### config.mk
export PLATFORM = sky130hd
export DESIGN_NAME = keypad_encoder
export DESIGN_NICKNAME = d
export VERILOG_FILES = /design/src/rtl/calc_pkg.sv /design/src/rtl/keypad_sync.sv /design/src/rtl/keypad_encoder.sv
export SDC_FILE = /design/constraint.sdc
export NUM_CORES = 1
export LEC_CHECK = 0
export ABC_AREA = 1
export CORE_MARGIN = 2
export CORE_UTILIZATION = 35
export DETAILED_ROUTE_END_ITERATION = 16
export PLACE_DENSITY = 0.55
export SYNTH_ARGS = -nofsm -noshare
export SYNTH_HDL_FRONTEND = slang
export SYNTH_SLANG_ARGS = --single-unit
### constraint.sdc
create_clock -name clock -period 2.8 [get_ports clock]
set_input_delay 0.56 -clock clock [delete_from_list [all_inputs] [get_ports clock]]
set_output_delay 0.56 -clock clock [all_outputs]
set_load 0.02 [all_outputs]
### src/rtl/calc_pkg.sv
// Shared calculator definitions: keypad geometry, operator codes and key classification.
// Used by the keypad encoder and the Registers block.
package calc_pkg;

  localparam int NUM_ROWS = 4;
  localparam int NUM_COLS = 6;

  localparam logic [1:0] OP_ADD = 2'd0;
  localparam logic [1:0] OP_SUB = 2'd1;
  localparam logic [1:0] OP_MUL = 2'd2;
  localparam logic [1:0] OP_DIV = 2'd3;

  typedef enum logic [1:0] {
    KEY_HEX,
    KEY_OP,
    KEY_EQ,
    KEY_NONE
  } key_class_e;

  // Columns 0-3 are hex digits, column 4 operators, column 5 row 0 is equals.
  function automatic key_class_e key_class(input logic [2:0] c, input logic [1:0] r);
    if (c < 3'd4)      return KEY_HEX;
    else if (c == 3'd4) return KEY_OP;
    else if (r == 2'd0) return KEY_EQ;
    else                return KEY_NONE;
  endfunction

  function automatic logic [1:0] op_code(input logic [1:0] r);
    case (r)
      2'd0:    return OP_ADD;
      2'd1:    return OP_SUB;
      2'd2:    return OP_MUL;
      default: return OP_DIV;
    endcase
  endfunction

endpackage

### src/rtl/keypad_sync.sv
// Two-flop synchronizer for the active-low keypad row inputs; idles at "no key" (all ones).
module keypad_sync
  import calc_pkg::*;
(
  input  logic                clock,
  input  logic                reset,
  input  logic [NUM_ROWS-1:0] row_async,
  output logic [NUM_ROWS-1:0] row_sync
);

  logic [NUM_ROWS-1:0] meta;

  always_ff @(posedge clock) begin
    if (!reset) begin
      meta     <= '1;
      row_sync <= '1;
    end else begin
      meta     <= row_async;
      row_sync <= meta;
    end
  end

endmodule

### src/rtl/keypad_encoder.sv
// Scans the 4x6 calculator keypad, debounces press and release, and emits one
// single-cycle newhex/newop/eq event per accepted key with held code outputs.
module keypad_encoder
  import calc_pkg::*;
#(
  parameter int SCAN_DIV = 5000,
  parameter int DEBOUNCE = 4
) (
  input  logic                clock,
  input  logic                reset,
  input  logic [NUM_ROWS-1:0] row,
  output logic [NUM_COLS-1:0] col,
  output logic                newhex,
  output logic [3:0]          hexcode,
  output logic                newop,
  output logic [1:0]          opcode,
  output logic                eq
);

  localparam int TW = $clog2(SCAN_DIV);
  localparam int CW = $clog2(DEBOUNCE + 1);

  localparam logic [1:0] SCAN      = 2'd0;
  localparam logic [1:0] DEB_PRESS = 2'd1;
  localparam logic [1:0] EMIT      = 2'd2;
  localparam logic [1:0] WAIT_REL  = 2'd3;

  logic [NUM_ROWS-1:0] rs;
  logic [TW-1:0]       tcnt;
  logic                tick;
  logic [1:0]          state;
  logic [2:0]          col_idx;
  logic [2:0]          next_col;
  logic [1:0]          key_row;
  logic [CW-1:0]       cnt;
  logic [CW-1:0]       cnt_inc;
  logic                one_low;
  logic [1:0]          low_idx;
  key_class_e          kclass;

  keypad_sync u_sync (
    .clock     (clock),
    .reset     (reset),
    .row_async (row),
    .row_sync  (rs)
  );

  assign tick     = (tcnt == TW'(SCAN_DIV - 1));
  assign next_col = (col_idx == 3'(NUM_COLS - 1)) ? 3'd0 : col_idx + 3'd1;
  assign cnt_inc  = cnt + 1'b1;
  assign col      = ~(NUM_COLS'(1) << col_idx);
  assign kclass   = key_class(col_idx, key_row);

  // Two or more rows low in one column is ambiguous and treated like no key.
  always_comb begin
    one_low = 1'b0;
    low_idx = 2'd0;
    case (rs)
      4'b1110: begin one_low = 1'b1; low_idx = 2'd0; end
      4'b1101: begin one_low = 1'b1; low_idx = 2'd1; end
      4'b1011: begin one_low = 1'b1; low_idx = 2'd2; end
      4'b0111: begin one_low = 1'b1; low_idx = 2'd3; end
      default: begin one_low = 1'b0; low_idx = 2'd0; end
    endcase
  end

  always_ff @(posedge clock) begin
    if (!reset) begin
      tcnt    <= '0;
      state   <= SCAN;
      col_idx <= 3'd0;
      key_row <= 2'd0;
      cnt     <= '0;
      newhex  <= 1'b0;
      newop   <= 1'b0;
      eq      <= 1'b0;
      hexcode <= 4'd0;
      opcode  <= 2'd0;
    end else begin
      tcnt   <= tick ? '0 : tcnt + 1'b1;
      newhex <= 1'b0;
      newop  <= 1'b0;
      eq     <= 1'b0;
      case (state)
        SCAN: if (tick) begin
          if (one_low) begin
            key_row <= low_idx;
            cnt     <= CW'(1);
            state   <= DEB_PRESS;
          end else begin
            col_idx <= next_col;
          end
        end
        // Pulses are loaded on entry so they are high exactly during EMIT.
        DEB_PRESS: if (tick) begin
          if (one_low && (low_idx == key_row)) begin
            cnt <= cnt_inc;
            if (cnt_inc == CW'(DEBOUNCE)) begin
              state <= EMIT;
              case (kclass)
                KEY_HEX: begin newhex <= 1'b1; hexcode <= {col_idx[1:0], key_row}; end
                KEY_OP:  begin newop  <= 1'b1; opcode  <= op_code(key_row); end
                KEY_EQ:  eq <= 1'b1;
                default: ;
              endcase
            end
          end else begin
            state   <= SCAN;
            col_idx <= next_col;
          end
        end
        EMIT: begin
          cnt   <= '0;
          state <= WAIT_REL;
        end
        WAIT_REL: if (tick) begin
          if (rs == '1) begin
            if (cnt_inc == CW'(DEBOUNCE)) begin
              cnt     <= '0;
              state   <= SCAN;
              col_idx <= next_col;
            end else begin
              cnt <= cnt_inc;
            end
          end else begin
            cnt <= '0;
          end
        end
        default: state <= SCAN;
      endcase
    end
  end

endmodule
==> out/results.tsv <==
stage	metric	value	unit
route	ant_nets	0	
worst_hold_path	hold_path_startpoint	u_sync.meta[1]	
logic_synthesis	synth.top_cells.by_count	nand2_1 (70), dfxtp_1 (40), inv_1 (39), nor2_1 (32), nand3_1 (17)	
clock_network	postCtsHoldBufs	0	
placement	placement.io_buffers	20	
final_layout	multiInputGateArea	1077	um2
final_layout	area_growth	17.21	%
final_layout	layout-drive-gt1-share	0.1169	
timing	fin_tns_setup	0	ns
worst_hold_path	hold_depth	1	
timing	hold_violations	0	
job	cap_viol_max_count	0	
critical_path	critical_path.endpoint_type	output port	
clock_network	cts_sinks	40	
timing	layout_min_cycle_time	2.348	ns
critical_path	setup_crit_path_kind	reg2out	
critical_path	critical_path.startpoint_type	flip-flop	
final_layout	area.sequential	800.8	um2
clock_network	cts.root.buffer_cell	clkbuf_8	
final_layout	final_net_count	323	
route	routed-via-count	1739	
logic_synthesis	synth_cell_type_count	32	
clock_network	cts_max_path_buffers	2	
route	routedWlPerCell	10.44	um
logic_synthesis	synth_top_cells_by_area	dfxtp_1 (39%), nand2_1 (13%), inv_1 (7.1%)	
logic_synthesis	netlist_area	2057	um2
clock_network	worstSkewPairLatency	0.29	ns
logic_synthesis	synth_enable_flop_cells	0	
critical_path	rrSetupSlack	0.91	ns
critical_path	worst_ep_arrival_time	1.79	ns
global_route	largest_net_degree_at_the_start_of_global_routing	13	
timing	maxSlewHeadroom	0.7245	
global_route	grt_use_total	0.1357	
floorplan	die_x	80.66	um
global_route	first_pass_grt_wire_length	6.844	mm
floorplan	coreArea	5608	um2
timing	final_worst_path_cycle_share	0.8386	
logic_synthesis	ys_dominant_reg_cell	dfxtp_1	
timing	final_setup_violation_count	0	
timing	grt_setup_unrepaired	no	
clock_network	cts.repair_timing.setup_buffer_count	0	
power	power.density	417.7	nW/um2
clock_network	tritoncts_buffers	5	
logic_synthesis	yosysWarningCount	0	
critical_path	worstPathMaxFanout	7	
placement	dpl.hpwl	3.091	mm
power	leakage	0.001013	uW
logic_synthesis	postSynthAreaPerCell	7.243	um2
placement	placer_congestion_estimate	0.7691	
logic_synthesis	yosys.cell_count.top_type	nand2_1	
floorplan	start_util	0.3668	
logic_synthesis	synth_top_area_cell	dfxtp_1	
route	post-route-drc-count	0	
worst_hold_path	worst_min_delay_path_endpoint	u_sync.row_sync[1]	
clock_network	cts.clk_slew.worst_paths	0.07	ns
route	violation_count_after_the_first_detailed_route_iteration	70	
final_layout	final_core_util	0.4299	
route	via_per_inst	4.576	
final_layout	filler_cell_count	603	
logic_synthesis	postSynthCellCount	284	
timing	timing.fmax	425.9	MHz
clock_network	tritoncts_clock_tree	yes	
route	drt_wl_total	3.966	mm
global_route	grt_pass1_vias	1581	
worst_hold_path	timing.hold.worst.class	reg2reg	
critical_path	cp.required	2.24	ns
floorplan	die_area	6506	um2
floorplan	die_height	80.66	um
timing	report.final.slew_viol_count	0	
logic_synthesis	synth.net_count	299	
logic_synthesis	ys_ff_latch	40	
timing	timing_worst_slew_pin_value	0.4120	ns
final_layout	antennaDiodeCount	0	
clock_network	h-tree-depth	2	
timing	final.setup_skew	0.007554	ns
power	ir_worst_vdd	0.2271	mV
critical_path	reg2regPathDepth	9	
floorplan	number_of_standard_cell_rows_in_the_floorplan	27	
floorplan	top_level_ports	21	
clock_network	post_cts_resized	0	
global_route	grt-ovfl-total	0	
critical_path	timing.rr.end	col_idx[2]	
route	drt_pre_antenna_iters	4	
run_status	outcome	complete, no violations	
logic_synthesis	synth.yosys.seq_area_share	0.3893	
logic_synthesis	netlist.area_leader.share	0.3893	
global_route	antenna_found_initial	0	
logic_synthesis	asr_flop_ratio_synth	0	
## routing by layer
metal,track usage,up-vias,wire length (um),share of wire
li1,-,947,-,-
met1,0.1774,762,2062,0.52
met2,0.2175,25,1722,0.43
met3,0.03034,5,110,0.028
met4,0.05085,0,70,0.018
met5,0,-,0,0
## cell type report
type                       instances  area share
clock inverter                     1    0.002076
timing repair buffer              21     0.08614
clock buffer                       6     0.03010
tap                               72     0.03736
sequential                        40      0.3321
inverter                          42     0.06539
multi-input combinational        198      0.4468
## registers in the layout (all words and copies together) (netlist names), 2 cells and up, named ones only
register         count
tcnt                13
hexcode              4
u_sync.meta          4
u_sync.row_sync      4
cnt                  3
col_idx              3
key_row              2
opcode               2
## cell usage in the layout, fill, tap and decap left out
cell type        count
nand3_1             17
nand4_4              1
or2_2                8
nor3_1               4
and3_1               1
nor3_2               1
o21ai_0              9
nor2_2               3
nor2_4               3
a21oi_1             15
or3_4                1
nor2_1              32
xor2_1               1
dfxtp_1             40
a31oi_1              2
buf_4                1
nand3_2              2
clkdlybuf4s50_1     20
nor3b_1              2
clkbuf_1             1
o21ai_1              2
or2_1                1
clkbuf_8             5
nand2_2              3
nor2_8               1
inv_2                3
ha_1                 9
nand3_4              1
nor3_4               2
nand2_1             70
nand4_1              7
inv_1               39
clkinv_2             1
## report_power, final
| part | switching (uW) | internal, uW |
|---|---|---|
| Clock | 187 | 169 |
| Sequential | 5.65 | 577 |
| Combinational | 41.7 | 25.7 |
| Total | 234 | 773 |
## critical path, cell delays in order, from the launching register on
cell and delay (ns):
dfxtp_1 0.52, inv_1 0.14, ha_1 0.21, inv_1 0.05, clkdlybuf4s50_1 0.59
## metrics by stage
step | hold slack [ns] | cells | worst slack, ns | instance area [um2] | total power, uW
6_report | 0.4126 | 380 | 0.4519 | 2411 | 1007
5_1_grt | 0.4349 | 380 | 0.3017 | 2411 | 1058
4_1_cts | 0.4142 | 380 | 0.4261 | 2411 | 1022
3_5_place_dp | 0.3967 | 373 | 0.7128 | 2333 | 664.5
3_3_place_gp | 0.3957 | 373 | 0.7550 | 2333 | 663.5
2_1_floorplan | 0.3925 | 284 | 1.120 | 2057 | 645.7
## worst max path at each step
stage | start | slack (ns) | cells past startpoint | end
floorplan | flip-flop | 1.12 | 10 | col_idx[2]
global placement | col_idx[2] | 0.75 | 4 | col[3]
detailed placement | reset | 0.71 | 5 | tcnt[11]
CTS | col_idx[2] | 0.43 | 4 | col[3]
global route | col_idx[2] | 0.30 | 4 | col[3]
finish | col_idx[2] | 0.45 | 4 | col[3]
## cell families after synthesis
family	after synthesis	share of synthesized area
adder cells (fa/ha/maj)	9	0.05475
AO/OA/AOI/OAI	28	0.06934
flip-flops	40	0.3893
XOR/XNOR	1	0.004259
buffers and inverters	46	0.08698
AND/OR/NAND/NOR	160	0.3954
(Power assumes the default switching activity.)
